<file path="src/rtl/aq_sysio_mkid.sv">
// ---------------------------------------------------------------------------------------------
// aq_sysio_mkid: multi-hart system-IO kid between the PLIC/CLINT/pad domain and up to eight
// C906 cores.
//
// Per hart h:
//   - retimes six interrupt lines (me/se/ms/ss/mt/st) on the APB clock-enable;
//   - drives a constant hart ID of HART_BASE+h;
//   - runs a low-power-mode (LPMD) handshake FSM that forwards the core's LPMD request to the
//     pad on the AXI clock-enable, and aborts or exits low-power mode when an interrupt for
//     that hart is pending.
//
// Parameters:
//   HART_NUM  number of harts served (1..8)
//   HART_BASE hart ID reported by hart 0
//   HARTID_W  hart ID width; HART_BASE+HART_NUM-1 must fit
//
// Ports:
//   forever_cpuclk       free-running CPU clock, the only clock
//   cpurst_b             asynchronous active-low reset
//   pad_yy_icg_scan_en   scan enable, forces both internal clock gates open
//   apb_clk_en           interrupt-path sample strobe
//   axim_clk_en          LPMD-path sample strobe
//   plic_core_*_int,
//   clint_core_*_int     raw interrupts, bit h = hart h
//   core_sysio_lpmd_b    core LPMD request, [2h+1:2h] = hart h, 2'b11 = run
//   core_pad_lpmd_b      registered LPMD to pad
//   sysio_core_*_int     retimed interrupts
//   sysio_core_hartid    constant hart IDs, slice h = HART_BASE+h
//   sysio_core_wakeup    one-cycle pulse when hart h leaves LPM because of an interrupt
//
// Build option:
//   SYSIO_INT_SYNC_EN    when defined, every interrupt input first passes a 2-flop synchronizer
//                        on the ungated clock (for asynchronous interrupt sources).
// ---------------------------------------------------------------------------------------------
module aq_sysio_mkid #(
  parameter int unsigned HART_NUM  = 1,
  parameter int unsigned HART_BASE = 0,
  parameter int unsigned HARTID_W  = 3
) (
  input  logic                         forever_cpuclk,
  input  logic                         cpurst_b,
  input  logic                         pad_yy_icg_scan_en,
  input  logic                         apb_clk_en,
  input  logic                         axim_clk_en,
  input  logic [HART_NUM-1:0]          plic_core_me_int,
  input  logic [HART_NUM-1:0]          plic_core_se_int,
  input  logic [HART_NUM-1:0]          clint_core_ms_int,
  input  logic [HART_NUM-1:0]          clint_core_ss_int,
  input  logic [HART_NUM-1:0]          clint_core_mt_int,
  input  logic [HART_NUM-1:0]          clint_core_st_int,
  input  logic [2*HART_NUM-1:0]        core_sysio_lpmd_b,
  output logic [2*HART_NUM-1:0]        core_pad_lpmd_b,
  output logic [HART_NUM-1:0]          sysio_core_me_int,
  output logic [HART_NUM-1:0]          sysio_core_se_int,
  output logic [HART_NUM-1:0]          sysio_core_ms_int,
  output logic [HART_NUM-1:0]          sysio_core_ss_int,
  output logic [HART_NUM-1:0]          sysio_core_mt_int,
  output logic [HART_NUM-1:0]          sysio_core_st_int,
  output logic [HARTID_W*HART_NUM-1:0] sysio_core_hartid,
  output logic [HART_NUM-1:0]          sysio_core_wakeup
);

  localparam int unsigned IntW = 6 * HART_NUM;

  typedef enum logic [1:0] {
    StRun  = 2'd0,
    StReq  = 2'd1,
    StLpm  = 2'd2,
    StWake = 2'd3
  } lpmd_state_e;

  // The two gated clocks are realised as enables on forever_cpuclk; scan enable opens the gate
  // exactly as it would on an integrated clock-gating cell.
  logic int_clk_en;
  logic lpmd_clk_en;

  assign int_clk_en  = apb_clk_en | pad_yy_icg_scan_en;
  assign lpmd_clk_en = axim_clk_en | pad_yy_icg_scan_en;

  // -------------------------------------------------------------------------------------------
  // Interrupt retiming
  // -------------------------------------------------------------------------------------------
  logic [IntW-1:0] int_in;
  logic [IntW-1:0] int_cap;
  logic [IntW-1:0] int_q;

  assign int_in = {plic_core_me_int, plic_core_se_int, clint_core_ms_int,
                   clint_core_ss_int, clint_core_mt_int, clint_core_st_int};

`ifdef SYSIO_INT_SYNC_EN
  logic [IntW-1:0] sync1_q;
  logic [IntW-1:0] sync2_q;

  always_ff @(posedge forever_cpuclk or negedge cpurst_b) begin
    if (!cpurst_b) begin
      sync1_q <= '0;
      sync2_q <= '0;
    end else begin
      sync1_q <= int_in;
      sync2_q <= sync1_q;
    end
  end

  assign int_cap = sync2_q;
`else
  assign int_cap = int_in;
`endif

  always_ff @(posedge forever_cpuclk or negedge cpurst_b) begin
    if (!cpurst_b) begin
      int_q <= '0;
    end else if (int_clk_en) begin
      int_q <= int_cap;
    end
  end

  assign {sysio_core_me_int, sysio_core_se_int, sysio_core_ms_int,
          sysio_core_ss_int, sysio_core_mt_int, sysio_core_st_int} = int_q;

  // Pending uses the retimed values so the FSM sees the same interrupt state as the core.
  logic [HART_NUM-1:0] pend;

  assign pend = sysio_core_me_int | sysio_core_se_int | sysio_core_ms_int |
                sysio_core_ss_int | sysio_core_mt_int | sysio_core_st_int;

  // -------------------------------------------------------------------------------------------
  // Per-hart hart ID and LPMD handshake
  // -------------------------------------------------------------------------------------------
  for (genvar h = 0; h < HART_NUM; h++) begin : g_hart
    lpmd_state_e state_q, state_d;
    logic [1:0]  pad_q, pad_d;
    logic [1:0]  req_val;
    logic        req;
    logic        wake_q, wake_d;

    assign sysio_core_hartid[h*HARTID_W +: HARTID_W] = HARTID_W'(HART_BASE + h);

    assign req_val = core_sysio_lpmd_b[2*h +: 2];
    assign req     = (req_val != 2'b11);

    always_comb begin
      state_d = state_q;
      pad_d   = pad_q;
      wake_d  = 1'b0;
      unique case (state_q)
        StRun: begin
          pad_d = 2'b11;
          // A pending interrupt vetoes a new request in the same cycle.
          if (req && !pend[h]) begin
            state_d = StReq;
          end
        end
        StReq: begin
          // Abort before the pad is touched: interrupt first, then request withdrawal.
          if (pend[h] || !req) begin
            state_d = StRun;
          end else if (lpmd_clk_en) begin
            pad_d   = req_val;
            state_d = StLpm;
          end
        end
        StLpm: begin
          // Interrupt wins over a simultaneous request drop so the wakeup is still signalled.
          if (pend[h]) begin
            state_d = StWake;
            wake_d  = 1'b1;
          end else if (!req) begin
            state_d = StWake;
          end else if (lpmd_clk_en) begin
            pad_d = req_val;
          end
        end
        StWake: begin
          if (lpmd_clk_en) begin
            pad_d   = 2'b11;
            state_d = StRun;
          end
        end
        default: begin
          state_d = StRun;
          pad_d   = 2'b11;
        end
      endcase
    end

    always_ff @(posedge forever_cpuclk or negedge cpurst_b) begin
      if (!cpurst_b) begin
        state_q <= StRun;
        pad_q   <= 2'b11;
        wake_q  <= 1'b0;
      end else begin
        state_q <= state_d;
        pad_q   <= pad_d;
        wake_q  <= wake_d;
      end
    end

    assign core_pad_lpmd_b[2*h +: 2] = pad_q;
    assign sysio_core_wakeup[h]      = wake_q;
  end

endmodule

</file>
<file path="config.mk">
export PLATFORM = sky130hd
export DESIGN_NAME = aq_sysio_mkid
export DESIGN_NICKNAME = d
export VERILOG_FILES = /design/src/rtl/aq_sysio_mkid.sv
export SDC_FILE = /design/constraint.sdc
export NUM_CORES = 1
export LEC_CHECK = 0
export ABC_CLOCK_PERIOD_IN_PS = 2100
export CAP_MARGIN = 20
export CORE_MARGIN = 2
export CORE_UTILIZATION = 41
export CTS_CLUSTER_DIAMETER = 120
export DETAILED_ROUTE_END_ITERATION = 12
export GPL_ROUTABILITY_DRIVEN = 0
export PLACE_DENSITY = 0.8
export SYNTH_ARGS = -nofsm -noshare
export SYNTH_HDL_FRONTEND = slang
export SYNTH_SLANG_ARGS = --single-unit
</file>
<file path="constraint.sdc">
create_clock -name forever_cpuclk -period 2.1 [get_ports forever_cpuclk]
set_input_delay 0.21 -clock forever_cpuclk [delete_from_list [all_inputs] [get_ports forever_cpuclk]]
set_output_delay 0.21 -clock forever_cpuclk [all_outputs]
set_load 0.005 [all_outputs]
</file>
==> metrics.md, run 1 <==
| Metric | Value |
|---|---|
| Dominant cell type by area after synthesis | `dfrtp_1` |
| Minimum clock period | `1676 ps` |
| Global route total overflow | `0` |
| Crit. End Element | `flop` |
| Dpl hpwl | `998 µm` |
| Synth Area in Simple Gates | `13.09%` |
| Leak | `0.3865 nW` |
| Cts hold-fix bufs | `0` |
| Pre-CTS setup slack | `413.8 ps` |
| RSZ-0062 raised after global routing | `false` |
| Largest family of logic cells by synthesized area | `multiplexers` |
| Vias in the first global route | `526` |
| Reg-to-reg slack, setup | `420 ps` |
| Clock-pin slew on the worst setup and hold paths | `80 ps` |
| CP Launch Type | `flop` |
| Worst setup margin | `424.3 ps` |
| Synth-to-Final Area Change | `37.89%` |
| Critical Path Fanout Max | `4` |
| Worst Path Arrival | `1880 ps` |
| Fin Setup TNS | `0 ps` |
| Fraction of final layout cells sized beyond drive strength 1 | `25.64%` |
| Post-route ant nets | `0` |
| F_max | `596.8 MHz` |
| Resized Gates After CTS | `0` |
| All-Layer GR Usage | `16.46%` |
| Yosys Warn Count | `0` |
| M2 GR Usage | `23.58%` |
| Register area share after synthesis | `43.36%` |
| Post-synthesis instance area | `640.6 µm²` |
| Tcrit/Tclk final | `79.79%` |
| CTS tree | `built` |
| Met3 usage | `9.583%` |
| Syn Area/Cell | `11.86 µm²` |
| Compound-Gate Fraction of Synth Area | `14.65%` |
| Hold WC Path Type | `input pin to asynchronous set/reset pin` |
| Post-synthesis mux area share | `15.23%` |
| Setup Viol. Count Final | `0` |
| Die height | `43.53 µm` |
| Core Region | `1489 µm²` |
| Pins over their slew limit | `0` |
| Root Buffer Master | `clkbuf_4` |
| Drt total wl | `1279 µm` |
| WL per Instance | `13.61 µm` |
| Io pins | `25` |
| Initial drt markers | `6` |
| EDFF count, synth | `0` |
| Synth top area share | `35.16%` |
| Layout Nets | `96` |
| Xor-xnor portion of the synthesized cell area | `0%` |
| Seq cells post-synth | `11` |
| Reg2reg path depth | `4` |
| Largest cells by area after synthesis | `dfrtp_1, mux2_2, dfstp_2` |
| Clk_skew | `3.685 ps` |
| Maximum buffer depth of the clock tree | `2` |
| R2R Path End | `core_pad_lpmd_b[1]` |
| Crit Reg-Reg Startpoint | `int_q[4]` |
| First drt pass iteration count | `4` |
| Worst slew margin | `64.71%` |
| Die Area | `1895 µm²` |
| Ys async rst share | `100.0%` |
| # rows | `14` |
| Num CTS Buffers | `3` |
| # DRC | `0` |
| Post-DP Area | `855.8 µm²` |
| Post-synth top cells | `dfrtp_1, mux2_2, nor2_1` |
| GR Layer Usage met1 | `21.11%` |
| Status | `finished, final reports clean` |
| Final hold vios | `0` |
| Most used DFF post-synth | `dfrtp_1` |
| CP endpoint | `core_pad_lpmd_b[1]` |
| Worst skew pair latency | `270 ps` |
| Actual slew at the worst max-slew pin | `516.0 ps` |
| Finished Layout Cells | `94` |
| Die X-Extent | `43.53 µm` |
| Antenna cells | `0` |
| Number of max-cap violations | `0` |
| Routed via count | `487` |
| Initial Util | `43.03%` |
| GRT busiest layer | `met2` |
| Cells after DPL | `90` |
| # Post-CTS Setup Buffers | `0` |
| Post-synthesis cell type count | `27` |
| CP startpoint | `int_q[4]` |
| H-tree levels | `1` |
| Kind of critical path | `flop to flop` |
| Largest net degree at the start of global routing | `12` |
| Required @ worst endpoint | `2310 ps` |
| Syn Inst Count | `54` |
| First-pass GRT wire length | `2256 µm` |
| Post-DR vias/cell | `5.181` |
| Fillcell total | `135` |
| Pwr/cell area | `842.4 nW/µm²` |
| Synth Area in Adders | `7.813%` |
| CTS sink cnt | `11` |
| Top-count cell post-synth | `dfrtp_1` |
| # port buffers | `21` |
| Maximum vdd ir drop | `0.0004755 V` |
| Initial antenna violation count | `0` |
| Final Cell Area | `883.3 µm²` |
==> cell usage in the layout (no fill, tap or decap), types with 2 or more instances in the layout <==
cell type | netlist | final
inv_1 | 3 | 3
nor2_1 | 5 | 5
mux2_4 | 2 | 2
dfrtp_1 | 9 | 9
dfstp_2 | 2 | 2
ha_1 | 4 | 4
clkdlybuf4s50_1 | 0 | 21
nand2b_1 | 2 | 2
clkbuf_4 | 0 | 3
conb_1 | 1 | 3
mux2_2 | 6 | 6
==> metrics by stage <==
step / util [%] / hold WS, ps / power [mW]
2_1_floorplan: - / -85.59 / 0.4907
3_3_place_gp: 57.48 / 531.7 / 0.5931
3_5_place_dp: 57.48 / 527.3 / 0.5990
4_1_cts: 59.33 / 281.4 / 0.7498
5_1_grt: 59.33 / 303.1 / 0.8011
6_report: 59.33 / 274.8 / 0.7441
==> area by class of cell <==
type                    instances  area [µm²]  area share [%]
multi-input cells              39       336.6           38.10
flip-flops and latches         11       277.8           31.44
repair buffers                 21       210.2           23.80
clock buffers                   3       22.52           2.550
well taps                      16       20.02           2.266
inverters                       3       11.26           1.275
clock inverters                 1       5.005          0.5666
==> worst max-delay path: stages, from the launching register on <==
cell     delay (ps)
dfrtp_1         400
or4_4           580
nor2_4          180
o21a_4          160
mux2_4          290
==> logic make-up after synthesis <==
logic type / after synthesis
other: 1
flip-flops: 11
buffers and inverters: 6
adder cells (fa/ha/maj): 4
AND/OR/NAND/NOR: 13
multiplexers: 8
AO/OA/AOI/OAI: 11
==> state kept, by name, indices dropped and copies added, names as in the netlist, named ones only <==
signal,cells
int_q,6
core_pad_lpmd_b,2
g_hart.state_q,1
sysio_core_wakeup,1
==> worst min-delay path by stage <==
stage	startpoint	endpoint	slack (ps)	depth (start not counted)
6_report	cpurst_b	g_hart[0].state_q[0]	270	1
5_1_grt	cpurst_b	sysio_core_wakeup	300	1
4_1_cts	cpurst_b	g_hart[0].state_q[0]	280	1
3_5_place_dp	int_q[3]	int_q[3]	530	1
3_3_place_gp	int_q[3]	int_q[3]	530	1
2_1_floorplan	cpurst_b	asynchronous set/reset pin	-90	0
==> power by group <==
group / total, mW / internal [mW] / switching, mW / leakage, nW
clock: 0.147 / 0.0706 / 0.0767 / 0.0177
sequential: 0.290 / 0.257 / 0.0334 / 0.131
combinational: 0.306 / 0.181 / 0.125 / 0.238
total: 0.744 / 0.509 / 0.236 / 0.387
==> per-layer routing <==
layer | routed length [µm] | share of wire, %
met5 | 0 | 0
met4 | 0 | 0
met3 | 101 | 7.9
met2 | 573 | 45
met1 | 604 | 47
Power figures use the tool's default switching activity.
==> run 2, diff against run 1 <==
Settings changed: ABC_CLOCK_PERIOD_IN_PS 2100 to 1400, CORE_UTILIZATION 41 to 37, PLACE_DENSITY 0.8 to 0.76.
Clock period 2.1 ns to 1.4 ns, I/O delays scaled along.
==> run 2 against run 1 <==
Against the previous run:
- the run now ends with negative setup slack left
- clock-buffer cell count grew 1
- die area grew 9.8%
- largest power group unchanged
- hold slack got worse by 63 ps
- sequential cell count did not move
- final area grew 22%
- cell count grew 24%
==> metrics.md, run 2 (synthesis results as in run 1) <==
| Metric | Value |
|---|---|
| Status | `finished with violations (was finished, final reports clean)` |
| Failing checks | `negative setup slack` |
| Post-route ant nets | `0 (unchanged)` |
| Worst slew margin | `66.52% (was 64.71%)` |
| WL per Instance | `11.99 µm (was 13.61 µm)` |
| Maximum vdd ir drop | `0.0005268 V (was 0.0004755 V)` |
| H-tree levels | `1 (unchanged)` |
| WHS | `211.6 ps (was 274.8 ps)` |
| Vias in the first global route | `585 (was 526)` |
| Fraction of final layout cells sized beyond drive strength 1 | `44.00% (was 25.64%)` |
| First-pass GRT wire length | `2387 µm (was 2256 µm)` |
| Num CTS Buffers | `3 (unchanged)` |
| Worst Path Arrival | `1790 ps (was 1880 ps)` |
| Post-DP Area | `999.7 µm² (was 855.8 µm²)` |
| CTS tree | `built (unchanged)` |
| Total power | `1.250 mW (was 0.7441 mW)` |
| Core Region | `1670 µm² (was 1489 µm²)` |
| Routed via count | `555 (was 487)` |
| Minimum clock period | `1597 ps (was 1676 ps)` |
| Leak | `0.5475 nW (was 0.3865 nW)` |
| Root Buffer Master | `clkbuf_4 (unchanged)` |
| Die height | `45.61 µm (was 43.53 µm)` |
| Psw | `0.3599 mW (was 0.2356 mW)` |
| Slowest CP cell | `or4_4 (unchanged)` |
| CP top delay family | `simple AND/OR/NAND/NOR gates (unchanged)` |
| # DRC | `0 (unchanged)` |
| Die Area | `2080 µm² (was 1895 µm²)` |
| Final Cell Area | `1074 µm² (was 883.3 µm²)` |
| Switching Fraction | `28.78% (was 31.66%)` |
| Top reg by flops | `int_q (unchanged)` |
| Crit. End Element | `flop (unchanged)` |
| Worst-path cell chain | `or4_4 -> nor2_4 -> o21a_4 -> mux2_4 (unchanged)` |
| Cells after DPL | `110 (was 90)` |
| F_max | `626.2 MHz (was 596.8 MHz)` |
| Power share of the sequential group | `33.9% (was 39.0%)` |
| Tcrit/Tclk final | `114.1% (was 79.79%)` |
| Final hold vios | `0 (unchanged)` |
| CP Launch Type | `flop (unchanged)` |
| Maximum buffer depth of the clock tree | `2 (unchanged)` |
| Number of max-cap violations | `0 (unchanged)` |
| Most frequent cells in the layout | `buf_4, clkdlybuf4s50_1, dfrtp_1 (was clkdlybuf4s50_1, dfrtp_1, mux2_2)` |
| Drt total wl | `1403 µm (was 1279 µm)` |
| Worst skew pair latency | `260 ps (was 270 ps)` |
| Crit Reg-Reg Startpoint | `int_q[4] (unchanged)` |
| Synth-to-Final Area Change | `67.58% (was 37.89%)` |
| CP startpoint | `int_q[4] (unchanged)` |
| Layout Utilization | `64.27% (was 59.33%)` |
| Initial antenna violation count | `0 (unchanged)` |
| Required @ worst endpoint | `1590 ps (was 2310 ps)` |
| Clk_skew | `1.159 ps (was 3.685 ps)` |
| Dpl hpwl | `1111 µm (was 998 µm)` |
| Hold WC Path Type | `input pin to asynchronous set/reset pin (unchanged)` |
| CP max stage delay | `580 ps (about the same)` |
| Crit path buffers/inverters | `0 (unchanged)` |
| Finished Layout Cells | `117 (was 94)` |
| Antenna cells | `0 (unchanged)` |
| Initial Util | `38.35% (was 43.03%)` |
| Actual slew at the worst max-slew pin | `500.6 ps (was 516.0 ps)` |
| Die X-Extent | `45.61 µm (was 43.53 µm)` |
| Clock Power Share | `16.7% (was 19.8%)` |
| First drt pass iteration count | `3 (was 4)` |
| Largest net degree at the start of global routing | `12 (unchanged)` |
| Pint | `0.8906 mW (was 0.5085 mW)` |
| Pins over their slew limit | `0 (unchanged)` |
| Io pins | `25 (unchanged)` |
| # rows | `15 (was 14)` |
| Worst setup margin | `-196.8 ps (was 424.3 ps)` |
| Setup Viol. Count Final | `4 (was 0)` |
| Max reg flops | `6 (unchanged)` |
| Cts hold-fix bufs | `0 (unchanged)` |
| CTS sink cnt | `11 (unchanged)` |
| Initial drt markers | `8 (was 6)` |
| Commonest non-fill, non-tap cell in the layout | `buf_4 (was clkdlybuf4s50_1)` |
| All-Layer GR Usage | `16.42% (was 16.46%)` |
| Global route total overflow | `0 (unchanged)` |
| Layout Nets | `118 (was 96)` |
| Critical Path Fanout Max | `3 (was 4)` |
| Post-DR vias/cell | `4.744 (was 5.181)` |
| Logic pwr share | `49.4% (was 41.2%)` |
| Pwr/cell area | `1165 nW/µm² (was 842.4 nW/µm²)` |
| Clock-pin slew on the worst setup and hold paths | `70 ps (was 80 ps)` |
| # port buffers | `21 (unchanged)` |
| Kind of critical path | `flop to flop (unchanged)` |
| RSZ-0062 raised after global routing | `true (was false)` |
==> run 2: worst paths after layout <==
path | endpoint | slack (ps) | cells past startpoint
worst min-delay path | int_q[0] | 210 | 1
worst max-delay path | core_pad_lpmd_b[0] | -200 | 4
min in group forever_cpuclk | int_q[0] | 480 | 2
max in group asynchronous | core_pad_lpmd_b[0] | 830 | 1
worst min register to register | sysio_core_wakeup | 620 | 2
worst max register to register | core_pad_lpmd_b[0] | -200 | 4
==> run 2: repair_timing <==
item                                    in CTS  in global routing
setup buffers                                0                  3
endpoints found under the setup margin       6                 10
pin swaps                                    1                  0
gates resized for setup                      2                 11
==> run 2: power by group through the flow <==
stage          combinational, mW  sequential (mW)  clock [mW]
2_1_floorplan              0.305            0.434           0
3_3_place_gp               0.609            0.428           0
3_5_place_dp               0.618            0.429           0
4_1_cts                    0.609            0.424       0.222
5_1_grt                    0.685            0.431       0.241
6_report                   0.618            0.424       0.209
==> run 2: stage by stage <==
| stage | TNS [ps] | setup WS [ps] |
|---|---|---|
| floorplan | -430.5 | -173.2 |
| global placement | -575.3 | -185.9 |
| detailed placement | -650.9 | -195.0 |
| CTS | -598.1 | -187.0 |
| global route | -778.6 | -233.0 |
| finish | -595.2 | -196.8 |
==> run 2: per-layer routing <==
metal | track usage (%) | routed length, µm
met5 | 0 | 0
met4 | 10.59 | 19
met3 | 3.571 | 83
met2 | 24.23 | 654
met1 | 21.36 | 646
==> run 2: final cells by class <==
class / count / area, µm²
Sequential cell: 11 / 277.8
Fill cell: 143 / 596.8
Timing Repair Buffer: 43 / 387.9
Tap cell: 17 / 21.27
Clock buffer: 4 / 26.28
Inverter: 3 / 11.26
Multi-Input combinational cell: 39 / 349.1
==> RTL edit 1 (flow settings as in run 1) <==
Add a define of `SYSIO_INT_SYNC_EN`.
--- a/src/rtl/aq_sysio_mkid.sv
+++ b/src/rtl/aq_sysio_mkid.sv
@@ -33,4 +33,6 @@
 //                        on the ungated clock (for asynchronous interrupt sources).
 // ---------------------------------------------------------------------------------------------
+`define SYSIO_INT_SYNC_EN
+
 module aq_sysio_mkid #(
   parameter int unsigned HART_NUM  = 1,
Function: changed (a bounded check fails within 4 cycles, from zero or initial values and one cycle with cpurst_b low).
==> RTL edit 1 against run 1 <==
First-iteration DRC count is 100% higher. Highest routed layer is now met4. Routed wire length is 18% higher. Global-route usage is 3.5 points lower. Setup slack worse by 0.12 ns. Non-clock buffer count is 1 higher. Synthesized area is 43% higher. Sequential share of layout area is 17 points higher. Sequential cell count is 12 higher. Die area is 39% higher. Cell area is 34% higher. Power is 37% higher. Critical path type unchanged. Combinational power is 5% lower.
==> RTL edit 1: results (changes against run 1) <==
Setup path
  • Delay-heaviest family, CP: simple AND/OR/NAND/NOR gates (unchanged)
  • Crit path DAT: 2.01 ns (was 1.88 ns)
  • Worst path max stage delay: 0.44 ns (was 0.58 ns)
  • Slowest-stage cell, CP: dfrtp_1 (was or4_4)

Clocking
  • Worst skew pair latency: 0.30 ns (was 0.27 ns)
  • Clk slew on worst S/H paths: 0.12 ns (was 0.08 ns)
  • Post CTS Setup Buffer Count: 0 (unchanged)
  • Root buf cell: clkbuf_4 (unchanged)

Pwr
  • Leak: 0.499 nW (was 0.387 nW)
  • Sequential Power Share: 0.526 (was 0.390)
  • P_sw: 0.000280 W (was 0.000236 W)
  • Max IR drop VDD: 0.597 mV (was 0.475 mV)
  • Comb pwr share: 0.285 (was 0.412)
  • Flop+latch power: 0.000535 W (was 0.000290 W)

Drt
  • Vias per inst: 4.96 (was 5.18)
  • Drt first pass iters: 4 (unchanged)
  • Total Wirelength: 1.51 mm (was 1.28 mm)
  • Drt first-iter violations: 12 (was 6)

STA
  • Skew final: 0.00557 ns (was 0.00369 ns)

Yosys
  • Top_reg_cell synth: dfrtp_1 (unchanged)
  • Post-synth top cells: 21 x dfrtp_1, 6 x mux2_2, 6 x nor2_1 (was 9 x dfrtp_1, 6 x mux2_2, 5 x nor2_1)
  • Most area-consuming cells after synthesis: dfrtp_1 57%, mux2_2 7.4%, dfstp_2 5.7%, ha_1 5.4%, buf_4 2.5% (was dfrtp_1 35%, mux2_2 11%, dfstp_2 8.2%, ha_1 7.8%, mux2_4 4.7%)
  • Synth unique cells: 25 (was 27)
  • Post-synthesis sequential area ratio: 0.629 (was 0.434)

Finish
  • Layout cells sized above 1: 0.196 (was 0.256)
  • Layout fillers: 204 (was 135)
  • NumNets Final: 110 (was 96)

Placed design
  • Dpl hpwl: 1.20 mm (was 998 um)

Global routing
  • First-pass GRT wire length: 2.57 mm (was 2.26 mm)
  • Largest net degree at the start of global routing: 24 (was 12)
  • Vias in the first global route: 635 (was 526)
  • Global-route usage over all layers: 0.130 (was 0.165)

Status
  • Outcome: finished, final reports clean (unchanged)
[RTL edit 1: cell families after synthesis]
| group | Yosys count | share of synthesized area |
|---|---|---|
| flops | 23 | 0.629 |
| buf+inv | 6 | 0.0368 |
| fa+ha+maj | 4 | 0.0545 |
| simple gates | 17 | 0.101 |
| other cells | 1 | 0.00408 |
| compound gates | 7 | 0.0654 |
| mux | 9 | 0.109 |
[RTL edit 1: path summary, 6_finish.rpt]
check	slack (ns)	to	cells past startpoint	from
setup / recovery	0.30	g_hart[0].state_q[0]	6	flop
hold / removal	0.24	sync1_q[1]	2	cpurst_b
setup reg to reg	0.30	g_hart[0].state_q[0]	6	flop
hold reg to reg	0.36	int_cap[4]	0	sync1_q[4]
max in group asynchronous	1.59	core_pad_lpmd_b[1]	2	cpurst_b
min in group forever_cpuclk	0.33	sync1_q[0]	1	clint_core_st_int
[RTL edit 1: per-layer routing]
metal | wire length [um] | share of wire | vias to the layer above | global-route usage
met2 | 809 | 0.54 | 19 | 0.238
li1 | - | - | 274 | -
met4 | 17 | 0.011 | 0 | 0.0526
met1 | 620 | 0.41 | 300 | 0.153
met5 | 0 | 0 | - | 0
met3 | 57 | 0.038 | 2 | 0.0175
[RTL edit 1: stage by stage]
stage	hold WS [ns]	area [um2]	worst slack, ns	instances	util
final	0.236	1180	0.304	120	0.545
after CTS	0.238	1180	0.294	120	0.545
after global placement	0.331	1160	0.374	116	0.533
after global routing	0.265	1180	0.116	120	0.545
after floorplan	-0.0856	926	0.497	69	-
after detailed placement	0.336	1160	0.326	116	0.533
[RTL edit 1: area by class of cell]
type	instances	share of cell area
flip-flops and latches	23	0.489
multi-input cells	40	0.266
repair buffers	22	0.184
well taps	28	0.0296
clock buffers	4	0.0222
inverters	3	0.00952
==> RTL edit 2 (flow settings as in run 1) <==
Without the edit above. Encoding of `lpmd_state_e`: now one-hot (4 bits for 4 states).
--- a/src/rtl/aq_sysio_mkid.sv
+++ b/src/rtl/aq_sysio_mkid.sv
@@ -63,9 +63,9 @@
   localparam int unsigned IntW = 6 * HART_NUM;
 
-  typedef enum logic [1:0] {
-    StRun  = 2'd0,
-    StReq  = 2'd1,
-    StLpm  = 2'd2,
-    StWake = 2'd3
+  typedef enum logic [3:0] {
+    StRun  = 4'b0001,
+    StReq  = 4'b0010,
+    StLpm  = 4'b0100,
+    StWake = 4'b1000
   } lpmd_state_e;
 
Function: no difference found for any inputs over 10 cycles, from zero or initial values and one cycle with cpurst_b low; not proved beyond that.
==> RTL edit 2 against run 1 <==
Sequential cell count increased by 2. Final cell count increased by 4.3%. Largest cell class is now flip-flops and latches. Synthesized cell count increased by 7.4%. Core utilization increased by 0.28 points. Highest routed layer is now met4. Routed wire length decreased by 4.4%. Maximum frequency increased by 2.8%. Cell area decreased by 0.71%. First-iteration DRC count increased by 83%. Setup slack improved by 0.046 ns. Synthesized area decreased by 0.78%.
Power is not compared: it rests on default switching activity, and its combinational part moved more than twofold at a synthesized area within 25%.
==> RTL edit 2: results (changes against run 1) <==
Setup path
  • CP max FO: 3 (was 4)
  • Crit path DAT: 1.80 ns (was 1.88 ns)
  • Worst path max stage delay: 0.55 ns (was 0.58 ns)
  • Flop2flop setup slack: 0.47 ns (was 0.42 ns)

STA
  • Slew at the pin closest to its max-slew limit: 0.552 ns (was 0.516 ns)
  • Skew final: 0.000933 ns (was 0.00369 ns)

Global routing
  • Initial antenna violation count: 0 (unchanged)
  • Largest net degree at the start of global routing: 14 (was 12)
  • First-pass GRT wire length: 1.99 mm (was 2.26 mm)
  • Global-route usage over all layers: 0.145 (was 0.165)
  • Vias in the first global route: 498 (was 526)
  • Global-route track usage on met1: 0.146 (was 0.211)
  • Met2 usage: 0.266 (was 0.236)
  • GR Util met3: 0.0458 (was 0.0958)

Finish
  • Max reg flops: 6 (unchanged)
  • NumNets Final: 96 (unchanged)
  • Layout cells sized above 1: 0.195 (was 0.256)
  • Layout fillers: 133 (was 135)

Yosys
  • Post-synth top cells: 10 x dfrtp_1, 6 x mux2_2, 5 x nor2_1 (was 9 x dfrtp_1, 6 x mux2_2, 5 x nor2_1)
  • Most area-consuming cells after synthesis: dfrtp_1 39%, dfstp_2 12%, mux2_2 11%, buf_4 3.5%, nor2_1 3.0% (was dfrtp_1 35%, mux2_2 11%, dfstp_2 8.2%, ha_1 7.8%, mux2_4 4.7%)
  • Post-synthesis sequential area ratio: 0.518 (was 0.434)
  • Synth unique cells: 25 (was 27)

Pwr
  • Max IR drop VDD: 0.298 mV

Placed design
  • Dpl hpwl: 963 um (was 998 um)
  • Port bufs: 21 (unchanged)

Drt
  • Drt first-iter violations: 11 (was 6)
  • Drt wl/cell: 12.5 um (was 13.6 um)
  • Vias per inst: 5.15 (was 5.18)

Status
  • Outcome: finished, final reports clean (unchanged)
-- RTL edit 2: final timing paths --
path	startpoint	to	cells after the start
max in group asynchronous	cpurst_b	g_hart[0].state_q[0]	1
max reg2reg	int_q[4]	g_hart[0].state_q[1]	4
min in group forever_cpuclk	core_pad_lpmd_b[1]	core_pad_lpmd_b[1]	2
max	int_q[4]	g_hart[0].state_q[1]	4
min	cpurst_b	int_q[2]	1
min reg2reg	core_pad_lpmd_b[1]	core_pad_lpmd_b[1]	2
-- RTL edit 2: layer usage --
metal	vias up	wire, um	share of wire
li1	250	-	-
met1	225	452	0.37
met2	25	641	0.52
met3	5	103	0.084
met4	0	25	0.020
met5	-	0	0
-- RTL edit 2: report_power, final --
group / switching (W) / internal (W) / total, W
Clock: 0.0000768 / 0.0000736 / 0.000150
Combinational: 0.0000229 / 0.0000493 / 0.0000723
Sequential: 0.00000929 / 0.000261 / 0.000270
-- RTL edit 2: final cells by class --
cell class | count | area, um2 | area share
Sequential cell | 13 | 329 | 0.375
Multi-Input combinational cell | 41 | 280 | 0.320
Timing Repair Buffer | 21 | 210 | 0.240
Clock buffer | 4 | 26.3 | 0.0300
Tap cell | 16 | 20.0 | 0.0228
Inverter | 3 | 11.3 | 0.0128
-- RTL edit 2: critical path: cells and delay by family (launching register included) --
kind,cells,cell delay (ns)
simple gates,4,1.13
flops,1,0.40
-- RTL edit 2: cells by family after synthesis --
| kind of cell | Yosys count | share of synthesized area |
|---|---|---|
| and+or+nand+nor | 23 | 0.217 |
| DFF | 13 | 0.518 |
| AOI/OAI and AO/OA | 8 | 0.0866 |
| muxes | 6 | 0.106 |
| buffers and inverters | 6 | 0.0531 |
| xor gates and xnor gates | 1 | 0.0138 |
| other | 1 | 0.00590 |
-- RTL edit 2: metrics by stage --
step | instance area (um2) | hold slack, ns | setup slack (ns) | power, W | instances
after global routing | 877 | 0.320 | 0.342 | 0.000522 | 98
after CTS | 877 | 0.309 | 0.486 | 0.000499 | 98
after global placement | 851 | 0.450 | 0.468 | 0.000346 | 94
after floorplan | 643 | -0.0856 | 0.548 | 0.000300 | 60
after detailed placement | 851 | 0.453 | 0.441 | 0.000348 | 94
final | 877 | 0.291 | 0.470 | 0.000493 | 98
